[src/rtl/crc32.sv]
// Streaming CRC-32/BZIP2 generator and checker.
// Consumes one dibit per valid cycle (axiid[0] is the earlier bit) and
// continuously presents the complemented LFSR state as the running CRC.
// Feeding a message followed by its own CRC leaves axiod at 0x38FB2284.
module crc32 (
    input  logic        clk,
    input  logic        rst,
    input  logic        axiiv,
    input  logic [1:0]  axiid,
    output logic        axiov,
    output logic [31:0] axiod
);

    localparam logic [31:0] POLY = 32'h04C11DB7;
    localparam logic [31:0] INIT = 32'hFFFF_FFFF;

    logic [31:0] state;

    // One serial LFSR step for a single message bit, MSB-first, unreflected.
    function automatic logic [31:0] crc_step(input logic [31:0] s, input logic b);
        logic fb;
        fb = s[31] ^ b;
        crc_step = {s[30:0], 1'b0} ^ (fb ? POLY : 32'h0000_0000);
    endfunction

    // Two bits per valid cycle: the earlier bit is folded in before the later one.
    function automatic logic [31:0] crc_dibit(input logic [31:0] s, input logic [1:0] d);
        crc_dibit = crc_step(crc_step(s, d[0]), d[1]);
    endfunction

    // LFSR state and output-valid flag; reset wins over an incoming dibit.
    always_ff @(posedge clk) begin
        if (rst) begin
            state <= INIT;
            axiov <= 1'b0;
        end else begin
            axiov <= 1'b1;
            if (axiiv) begin
                state <= crc_dibit(state, axiid);
            end
        end
    end

    assign axiod = ~state;

endmodule

[config.mk]
export PLATFORM = sky130hd
export DESIGN_NAME = crc32
export DESIGN_NICKNAME = d
export VERILOG_FILES = /design/src/rtl/crc32.sv
export SDC_FILE = /design/constraint.sdc
export NUM_CORES = 1
export LEC_CHECK = 0
export CORE_UTILIZATION = 48
export CTS_BUF_LIST = sky130_fd_sc_hd__clkbuf_16
export DETAILED_ROUTE_END_ITERATION = 10
export PLACE_DENSITY = 0.78
export SETUP_SLACK_MARGIN = 0.4
export SYNTH_ARGS = -nofsm -noshare
export SYNTH_HDL_FRONTEND = slang
export SYNTH_SLANG_ARGS = --single-unit
[constraint.sdc]
create_clock -name clk -period 1.5 [get_ports clk]
set_input_delay 0.225 -clock clk [delete_from_list [all_inputs] [get_ports clk]]
set_output_delay 0.225 -clock clk [all_outputs]
set_load 0.02 [all_outputs]
* Word-level counts from Yosys, hierarchy flattened
Cells that the tools add are included.
Cells by class: muxes and demuxes 3, bitwise operators 5
Operators with widths (number):
- 32-bit by 27-bit bitwise XOR with 32-bit output | 2
- 27-bit two-way mux | 2
- 32-bit NOT | 1
- 1-bit bitwise XOR | 2
- 1-bit two-way mux | 1
Word-level totals: output and inout port bits 33, bits of input ports 5, register bits after elaboration 33

* Depth between registers and ports, before layout
depth in word-level cells 6, mapped depth 4

* Worst setup path after synthesis
Ideal clock, no wire load.
kind register to register, start reg state[30], end reg state[12], slack 0.173 ns, stages on the path, launching flop included 5, library setup time 0.069 ns, arrival 1.258 ns, path buffers 1, required time 1.431 ns, cells stage by stage dfxtp_1 -> xnor2_2 -> buf_8 -> xnor3_1 -> o21ai_1
Between the ends: cells in the longest elaborated chain, start to end 4
Ends and longest elaborated chain:
- start: declaration | RTL line 17 | logic [31:0] state;
- start signal: assignment | RTL line 39 | state <= crc_dibit(state, axiid);
- 32-bit by 27-bit bitwise XOR with 32-bit output | RTL line 23 | crc_step = {s[30:0], 1'b0} ^ (fb ? POLY : 32'h0000_0000);
- 1-bit bitwise XOR | RTL line 22 | fb = s[31] ^ b;
- 27-bit two-way mux | RTL line 23
- 32-bit by 27-bit bitwise XOR with 32-bit output | RTL line 23
Every way passes these cells. A chain may end at the register's enable or synchronous reset.

* Final worst setup path
start reg state[30], end reg state[22]
Same word-level chain as after synthesis.

==> impl_results.md <==
- Final core occ: 0.7430
- I/O Buffers: 37
- Seq/Total Area, Yosys: 0.4389
- CP max FO: 7
- Final setup TNS: 0 ns
- Inst Count DP: between 200 and 250
- Most frequent cells in the layout: inv_1 (35), buf_2 (30), dfxtp_1 (17)
- Global route overflow: 0
- Detail Placement HPWL: between 2000 and 2500 µm
- Overall power: roughly 2.6 mW
- Mapped Nets: between 150 and 200
- Routability cong.: 0.7464
- Layout area overhead: 40.81%
- CTS Sinks: 33
- DRC viols: 1
- Max Clock Freq: around 780 MHz
- Nets: 219
- CP Data Arrival Time: 1.44 ns
- Worst Path Required: about 1.7 ns
- Largest net degree at the start of global routing: 20
- Fraction of layout cells with a size suffix above 1: 0.3535
- CTS buffer count: 5
- Drt first pass iters: 7
- Sequential power share: 0.388
- Syn_area_per_cell: around 9.2 µm²
- Main combinational cell family by area after synthesis: XOR/XNOR gates
- First-pass GRT wire length: 5485 µm
- Sequential cell area: 685.7 µm²
- Hold path start: rst
- Routed length per instance: 14.63 µm
- CP Class: flop to flop
- Internal power: about 1.9 mW
- Adder-cell area share of the yosys netlist: 0
- Tmin final: approximately 1.3 ns
- Worst hold path type: input port to flop
- Mux cell area share after synthesis: 0
- Post-synthesis instance total: 164
- Final hold vios: 0
- Slew @ Worst Pin: between 0.2 and 0.3 ns
- Vias per cell: approximately 5.1
- P_sw: approximately 0.73 mW
- Final setup vio count: 0
- Pins Over Slew Limit: 0
- Slowest-stage cell, CP: dfxtp_4
- Final period utilization: 0.8552
- Max-cap violations: 0
- Worst Hold Endpoint: axiov
- Startpoint types: flop
- Peak VDD IR: roughly 1 mV
- Synth Area in Simple Gates: 0.06484
- CP peak stage delay: 0.36 ns
- Vias in the first global route: ~1,200
- Die height: between 50 and 60 µm
- Area of the multi-input gates: 694.4 µm²
- Violated checks: DRC
- Pwr/cell area: ~1300 nW/µm²
- Internal reg-to-reg setup slack: roughly 0.22 ns
- Fin Clk Skew: about 0.0025 ns
- Leakage: between 1 and 1.5 nW
- RSZ-0062 raised after global routing: true
- Register bit count reported by yosys: 33
- Most common cell after layout, fill and taps aside: inv_1
- Depth of the CTS H-tree: 2
- Hold_buf cts: 0
- Via count: roughly 1,300
- Combinational Power Share: 0.265
- Status: finished with violations
- Syn Std Cell Area: around 1500 µm²
- Fill cells: 190
- Routed WL: 3598 µm
- Clk Latency, worst-skew pair: about 0.27 ns
- Clock root cell: clkbuf_16
- CTS tree: done
- Top Ports: 38
- FF-to-FF path depth: 5
- Worst r2r dst: state[22]
- CTS Buffer Depth: 2
- Compound-Gate Fraction of Synth Area: 0.1812
- ANT nets after route: 0
- Row cnt: 19
- Horiz. Die Dim: between 50 and 60 µm
- Initial Utilization: 0.5276
- Initial antenna violation count: 0
- Initial DRC count: 27
- Std-Cell Core Area: roughly 2900 µm²
- Worst-path cell chain: xnor2_4 > buf_12 > buf_6 > xnor2_1 > a211o_1
- Relative slew slack: 0.8100
- # diodes: 0
- Post-synth cell types: 16
- Xor and xnor area share after synthesis: 0.1929
- Setup crit end kind: flop
- Clock share of power: 0.347
- Die area: around 3400 µm²
- Non-Filler Instances: 246
- Worst hold stages: 2
- Clock slew at reported path FFs: 0.05 ns
- Worst R2R Start: state[30]
- Overall routing resource usage: 0.2225
- Net Sw Frac: 0.2764
- Yosys warnings: 0
==> worst max-delay path by stage <==
stage	start	endpoint	slack, ns
3_5_place_dp	axiid[1]	state[2]	-0.47
3_3_place_gp	axiid[1]	state[2]	-0.45
4_1_cts	state[30]	state[10]	0.21
5_1_grt	state[30]	state[22]	0.16
6_report	state[30]	state[22]	0.22
2_1_floorplan	state[30]	state[10]	0.30
==> layout make-up <==
type                            count  area share
Clock buffer                        5     0.05903
Clock inverter                      3    0.005313
Inverter                           34     0.06198
Multi-Input combinational cell     86      0.3276
Sequential cell                    33      0.3235
Tap cell                           31     0.01830
Timing Repair Buffer               53      0.2019
Timing Repair inverter              1    0.002361
==> flip-flops by register name (all words and copies together) (netlist names) <==
name   flops
state     32
axiov      1
==> metrics by stage <==
| stage | area (µm²) | hold WS [ns] | worst slack, ns |
|---|---|---|---|
| final | 2120 | 0.4403 | 0.2172 |
| after CTS | 2057 | 0.4792 | 0.2069 |
| after floorplan | 1544 | 0.3807 | 0.3018 |
| after global placement | 1958 | 0.4581 | -0.4456 |
| after detailed placement | 1958 | 0.4714 | -0.4671 |
| after global routing | 2120 | 0.4472 | 0.1624 |
==> per-layer routing <==
metal	routed length [µm]	part of all wire	track usage
met5	0	0	0
met4	100	0.028	0.1122
met3	167	0.046	0.07143
met2	1816	0.50	0.3777
met1	1514	0.42	0.2507
==> synth_stat cells <==
library cell | number | share of area
o21ai_0 | 4 | 0.013
dfxtp_1 | 33 | 0.44
nand2_1 | 12 | 0.030
xnor2_1 | 14 | 0.081
nor2_1 | 14 | 0.035
o21ai_1 | 2 | 0.0067
xnor2_2 | 2 | 0.022
a211o_1 | 14 | 0.081
buf_1 | 4 | 0.010
a21oi_1 | 6 | 0.020
inv_1 | 34 | 0.085
buf_4 | 1 | 0.0050
o211ai_1 | 12 | 0.060
clkbuf_1 | 5 | 0.012
buf_8 | 1 | 0.010
xnor3_1 | 6 | 0.090
==> kinds of logic (layout without fill, tap and decap cells) <==
family	count (synthesis)	in the layout
compound gates	38	38
xor+xnor	22	22
buf+inv	45	96
flops	33	33
simple gates	26	26
==> timing repair <==
| item | 4_1_cts | 5_1_grt |
|---|---|---|
| pin swaps | 2 | 12 |
| resized for setup | 140 | 23 |
| setup buffers | 7 | 0 |
| setup endpoints to repair | 54 | 33 |
| cloned | 1 | 2 |
==> worst max-delay path, delay by kind of cell, from the launching register on <==
kind            cells  cell delay (ns)
flops               1             0.36
xor+xnor            2             0.27
buf+inv             2             0.27
compound gates      1             0.27
==> power groups by stage <==
stage               clock network, mW  registers, mW  logic [mW]
floorplan                           0           1.02       0.456
global placement                    0           1.03       0.661
detailed placement                  0           1.04       0.672
CTS                             0.947           1.02       0.664
global route                    0.978           1.04       0.752
finish                          0.920           1.03       0.701
No activity file was read; power rests on OpenSTA's default activity.
